<file path="config.mk">
export PLATFORM = sky130hd
export DESIGN_NAME = fifo_byte_drain
export DESIGN_NICKNAME = d
export VERILOG_FILES = /design/src/rtl/fifo_drain_pkg.sv /design/src/rtl/fifo_byte_drain.sv
export SDC_FILE = /design/constraint.sdc
export NUM_CORES = 1
export LEC_CHECK = 0
export CAP_MARGIN = 30
export CORE_UTILIZATION = 27
export CTS_BUF_LIST = sky130_fd_sc_hd__clkbuf_16
export CTS_CLUSTER_SIZE = 16
export DETAILED_ROUTE_END_ITERATION = 6
export PLACE_DENSITY = 0.54
export SLEW_MARGIN = 20
export SYNTH_ARGS = -nofsm -noshare
export SYNTH_HDL_FRONTEND = slang
export SYNTH_SLANG_ARGS = --single-unit
</file>
<file path="constraint.sdc">
create_clock -name clk -period 5.29 [get_ports clk]
set_input_delay 1.587 -clock clk [delete_from_list [all_inputs] [get_ports clk]]
set_output_delay 1.587 -clock clk [all_outputs]
set_load 0.01 [all_outputs]
</file>
<file path="src/rtl/fifo_drain_pkg.sv">
// fifo_drain_pkg: shared types and widths for the FIFO byte drain.
// Holds the drain FSM state encoding and the word/byte widths.
package fifo_drain_pkg;

    localparam int WORD_W = 16;
    localparam int BYTE_W = 8;

    typedef enum logic [1:0] {
        IDLE    = 2'd0,
        CAPTURE = 2'd1,
        HI      = 2'd2,
        LO      = 2'd3
    } state_t;

endpackage

</file>
<file path="src/rtl/fifo_byte_drain.sv">
// fifo_byte_drain: pops 16-bit words from a FIFO read port and sends
// each as two bytes on a valid/ready stream, counting accepted bytes.
// Ports:
//   clk, rst                 read-side clock, sync active-high reset
//   empty, rd_data, r_en     FIFO read port (r_en combinational)
//   byte_out, byte_valid     byte stream toward the link logic
//   byte_ready               consumer accept
//   bytes_sent               accepted-byte count, wraps mod 2^CNT_W
module fifo_byte_drain
    import fifo_drain_pkg::*;
#(
    parameter bit MSB_FIRST = 1'b1,
    parameter int CNT_W     = 16
) (
    input  logic              clk,
    input  logic              rst,
    input  logic              empty,
    input  logic [WORD_W-1:0] rd_data,
    output logic              r_en,
    output logic [BYTE_W-1:0] byte_out,
    output logic              byte_valid,
    input  logic              byte_ready,
    output logic [CNT_W-1:0]  bytes_sent
);

    if (WORD_W != 2 * BYTE_W) begin : g_width_chk
        $error("WORD_W must be twice BYTE_W");
    end

    state_t            state;
    state_t            state_nx;
    logic [WORD_W-1:0] wbuf;
    logic [BYTE_W-1:0] first_byte;
    logic [BYTE_W-1:0] second_byte;

    assign first_byte  = MSB_FIRST ? wbuf[WORD_W-1:BYTE_W]
                                   : wbuf[BYTE_W-1:0];
    assign second_byte = MSB_FIRST ? wbuf[BYTE_W-1:0]
                                   : wbuf[WORD_W-1:BYTE_W];

    always_ff @(posedge clk) begin
        if (rst) begin
            state      <= IDLE;
            wbuf       <= '0;
            bytes_sent <= '0;
        end else begin
            state <= state_nx;
            if (state == CAPTURE) begin
                wbuf <= rd_data;
            end
            if (byte_valid && byte_ready) begin
                bytes_sent <= bytes_sent + CNT_W'(1);
            end
        end
    end

    // Outputs are forced idle while rst is high so nothing leaks out of
    // a state that is about to be discarded.
    always_comb begin
        state_nx   = state;
        r_en       = 1'b0;
        byte_valid = 1'b0;
        byte_out   = '0;
        if (!rst) begin
            unique case (state)
                IDLE: begin
                    r_en = ~empty;
                    if (!empty) begin
                        state_nx = CAPTURE;
                    end
                end
                CAPTURE: begin
                    state_nx = HI;
                end
                HI: begin
                    byte_valid = 1'b1;
                    byte_out   = first_byte;
                    if (byte_ready) begin
                        state_nx = LO;
                    end
                end
                LO: begin
                    byte_valid = 1'b1;
                    byte_out   = second_byte;
                    // Prefetch the next word as the last byte leaves so
                    // a full FIFO streams 2 bytes every 3 cycles.
                    if (byte_ready) begin
                        if (!empty) begin
                            r_en     = 1'b1;
                            state_nx = CAPTURE;
                        end else begin
                            state_nx = IDLE;
                        end
                    end
                end
            endcase
        end
    end

endmodule

</file>
After elaboration in Yosys (flattened, before gate mapping)

Cells that the tools add are included.

Register bits after elaboration: 34
Logic and storage cells: 28

Add/sub/neg operators: 1
Equal/unequal tests: 6
Mux-type cells: 13
Bitwise logic cells: 1
Reductions and logical operators: 4

Operators by type and width:

| operator                                      | number |
|---|---|
| adder 16 x 1 -> 16 bit, second input constant | 1 |
| case mux 8 bit (2 select lines)               | 1 |
| two-way mux 8 bit                             | 1 |
| case mux 2 bit (4 select lines)               | 1 |
| two-way mux 1 bit                             | 6 |
| two-way mux 2 bit                             | 3 |
| inequality test 2 bit, second input constant  | 3 |
| == test 2 bit, second input constant          | 2 |
| AND reduction 3 bit                           | 1 |
| == test 2 x 1 -> 1 bit, second input constant | 1 |
| logical NOT 2 bit                             | 1 |
| case mux 1 bit (2 select lines)               | 1 |
| OR reduction 2 bit                            | 1 |
| logical AND 1 bit                             | 1 |
| NOT 1 bit                                     | 1 |

Longest topological paths before layout

Gate-level depths: netlist (run 1).

Word-level depth: 5
Depth in mapped cells: 8

Worst setup path after synthesis (run 1)

OpenSTA, ideal clock, no wires.

Kind: input to output
Start point: input byte_ready
End point: output r_en
Data arrival time: 2.195 ns
Required time: 3.703 ns
Setup slack: 1.508 ns
Stages on the path: 3
Buffers on the path: 1
Cells stage by stage: clkbuf_2 a21oi_1 nor4_1

Cells in the longest elaborated chain, start to end: 3

Ends and longest elaborated chain:

| what                            | RTL line              | source |
|---|---|---|
| start: declaration              | fifo_byte_drain.sv:22 | `input logic byte_ready,` |
| two-way mux 1 bit               | fifo_byte_drain.sv:87 | `if (byte_ready) begin` |
| case mux 1 bit (2 select lines) | fifo_byte_drain.sv:65 | `unique case (state)` |
| two-way mux 1 bit               | fifo_byte_drain.sv:64 | `if (!rst) begin` |
| end: declaration                | fifo_byte_drain.sv:19 | `output logic r_en,` |

Every way passes these cells.

Worst setup path in the final report (run 1)

Same ends and word-level chain as after synthesis.

==> impl_metrics.csv, run 1 <==
group,metric,value,unit
clock_tree,clk_path_buf_depth,2,
grt,overflow,0,
critical_path,critPathRequiredTime,3700,ps
sta,maxSlewHeadroom,34.3,%
critical_path,worstPathCellList,"clkdlybuf4s50_1, a21oi_1, nor4_1, clkdlybuf4s50_1",
critical_path,path_class,"in2out",
flow_run,cap_violations,0,
synthesis,yosysUniqueCellTypes,33,
drt,post_drt_wl_per_cell,12.3,um
critical_path,cp-start-kind,"input port",
placed_design,portBuffers,45,
drt,routed.top_layer,"met4",
sta,tightest_slew,985,ps
critical_path,cp.arrival,3090,ps
floorplanning,die_w,78.5,um
critical_path,r2r_end,"bytes_sent[15]",
placed_design,dp_hpwl,2520,um
drt,drtAntennaViolNets,0,
synthesis,async_flop_share,0,%
critical_path,crit_path_end,"r_en",
clock_tree,cts.repair.resized,0,
sta,rsz0062_at_grt,"no",
critical_path,cp_common_cell,"clkdlybuf4s50_1",
final_layout,fill_cells,575,
floorplanning,start_util,28.4,%
critical_path,critPathLaunch,"byte_ready",
sta,max_freq,0.214,GHz
power_and_ir_drop,pwr-share-comb,29.0,%
synthesis,seq_area_frac_synth,43.0,%
sta,clock_skew,5.10,ps
clock_tree,clkSinkCount,34,
sta,fin_crit,4670,ps
drt,wirelength,3570,um
grt,grt_util_all_layers,12.6,%
clock_tree,cts_tree,"yes",
drt,drt_pre_antenna_iters,4,
clock_tree,path_clk_slew,50,ps
grt,grt_max_degree,19,
clock_tree,cts_hold_buffers,0,
power_and_ir_drop,seqPwrFrac,38.3,%
drt,wl_met2,1500,um
power_and_ir_drop,leakage,0.823,nW
floorplanning,dieArea,6170,um^2
clock_tree,clock_latency,270,ps
clock_tree,cts_post_setup_buffers_inserted,0,
drt,drt_iter0_markers,27,
synthesis,synthesis.nets,198,
critical_path,r2r-start,"state[0]",
placed_design,dp_slack,587,ps
min_path,hold_class,"reg2reg",
critical_path,ff2ff_setup_slack,3130,ps
final_layout,n_antenna_cell,0,
status,status,"completed",
grt,antenna_found_initial,0,
drt,wl_met3,243,um
sta,finalCritPeriodShare,88.3,%
sta,worst_slack,618,ps
floorplanning,die-height,78.5,um
clock_tree,h-tree-depth,2,
floorplanning,io_pins,46,
synthesis,ys_ff_latch,34,
power_and_ir_drop,irDropWorstVdd,124,uV
sta,finalHoldViolations,0,
grt,grt_first_pass_wirelength,6130,um
grt,grt_pass1_vias,1295,
synthesis,netlist_instances,172,
power_and_ir_drop,power_frac_clock,32.7,%
final_layout,nNetsFinal,242,
clock_tree,root_buffer,"clkbuf_16",
synthesis,synthFlopType,"dfxtp_1",
critical_path,crit_path_max_incr_delay,640,ps
power_and_ir_drop,power.internal,0.000579,W
clock_tree,cts_inserted_buffers,5,
critical_path,end_kind,"primary output",
synthesis,syn_avg_cell_area,9.19,um^2
sta,slew_violations,0,
final_layout,drive_gt1_share,5.99,%
critical_path,cp_slowest_cell,"clkdlybuf4s50_1",
power_and_ir_drop,cellPowerDensity,370,nW/um^2
synthesis,synth_area,1580,um^2
critical_path,cp_max_fo,8,
floorplanning,rows,27,
sta,fin_setup_tns,0,ps
placed_design,gp_congestion,0.709,
critical_path,ff2ff_path_depth,6,
synthesis,yosysWarnings,0,
drt,drc_errors,0,
power_and_ir_drop,power.share.switching,29.8,%
drt,vias,1358,
final_layout,syn_to_final_growth,40.7,%
power_and_ir_drop,switchingPower,0.000245,W
drt,met1_length,1810,um
sta,setup_viol,0,
drt,vias_per_cell,4.70,
floorplanning,coreArea,5570,um^2
synthesis,synth_edf_count,0,
-- critical path: cells and delay by family --
family                 cells  cell delay, ps
AO/OA/AOI/OAI              1             110
buffers and inverters      2            1210
AND/OR/NAND/NOR            1             170
-- cells in the final DEF, fill, tap and decap left out, types with 3 or more instances in the layout --
cell             instances
xor2_1                   9
nand2_1                  4
or3_1                    5
nand4_1                  5
a21oi_1                  7
dfxtp_1                 34
a22oi_1                  8
nor2_1                  35
nand3_1                  5
buf_4                    3
ha_1                     6
clkdlybuf4s50_1         45
clkbuf_16                5
o21ai_0                  6
mux2i_1                 17
and3_1                   3
inv_1                    5
-- layout make-up --
cell class	count	area (um^2)	share of cell area (%)
clock buffer	5	125	5.62
clock inverter	3	12.5	0.562
inverter	4	15.0	0.675
multi-input combinational	123	830	37.3
sequential	34	681	30.6
tap	72	90.1	4.05
timing repair buffer	48	473	21.2
-- sequential cells by signal, indices dropped and copies added (netlist names) --
register,count
bytes_sent,16
state,2
wbuf,16
-- layer usage --
metal / up-vias / global-route usage [%]
li1: 693 / -
met1: 623 / 16.8
met2: 40 / 19.0
met3: 2 / 4.30
met4: 0 / 4.07
met5: - / 0
-- cell families after synthesis --
group                      synth area share (%)
adders and majority gates                  4.75
buffers and inverters                      4.51
AOI/OAI and AO/OA                          11.0
DFF                                        43.0
muxes                                      11.5
and+or+nand+nor                            20.3
xor gates and xnor gates                   4.98
-- cell usage after synthesis, drive strengths merged (2+ instances only) --
cell | instances | share of area, %
clkbuf | 6 | 1.5
dfxtp | 34 | 43
nand2 | 4 | 0.95
nor2 | 35 | 8.3
inv | 4 | 0.95
or3 | 5 | 2.0
a22oi | 8 | 3.8
nand3 | 5 | 1.6
xor2 | 9 | 5.0
and3 | 3 | 1.2
ha | 6 | 4.7
and4 | 2 | 1.3
nand4 | 6 | 3.3
buf | 5 | 2.1
a21oi | 7 | 2.2
o21ai | 6 | 1.9
mux2i | 17 | 11
-- power groups by stage --
stage	logic (W)	clock network [W]	registers, W
floorplan	0.000178	0	0.000317
global placement	0.000239	0	0.000321
global route	0.000267	0.000292	0.000320
detailed placement	0.000240	0	0.000322
CTS	0.000241	0.000280	0.000316
finish	0.000239	0.000270	0.000315
-- per-stage QoR --
stage / cell area, um^2 / std cells / utilization, % / hold slack, ps / power [W]
finish: 2230 / 289 / 39.9 / 484 / 0.000824
detailed placement: 2090 / 281 / 37.5 / 473 / 0.000562
floorplan: 1580 / 172 / - / 461 / 0.000495
global route: 2230 / 289 / 39.9 / 513 / 0.000879
global placement: 2090 / 281 / 37.5 / 471 / 0.000559
CTS: 2230 / 289 / 39.9 / 482 / 0.000837
-- worst min-delay path by stage --
stage	cells after the start	from	end	slack, ps
floorplan	2	wbuf[10]	wbuf[10]	460
detailed placement	2	bytes_sent[15]	bytes_sent[15]	470
global placement	2	bytes_sent[15]	bytes_sent[15]	470
global route	2	wbuf[13]	wbuf[13]	510
finish	2	bytes_sent[15]	bytes_sent[15]	480
CTS	2	bytes_sent[15]	bytes_sent[15]	480
(Power assumes the default switching activity.)
==> run 2, diff against run 1 <==
--- a/config.mk
+++ b/config.mk
@@ -11,6 +11,7 @@
 export CTS_CLUSTER_SIZE = 16
 export DETAILED_ROUTE_END_ITERATION = 6
 export PLACE_DENSITY = 0.54
+export SETUP_SLACK_MARGIN = 0.02
 export SLEW_MARGIN = 20
 export SYNTH_ARGS = -nofsm -noshare
 export SYNTH_HDL_FRONTEND = slang
==> results of run 2 <==
Same layout as run 1: the final DEF is identical, and so are final timing and power.
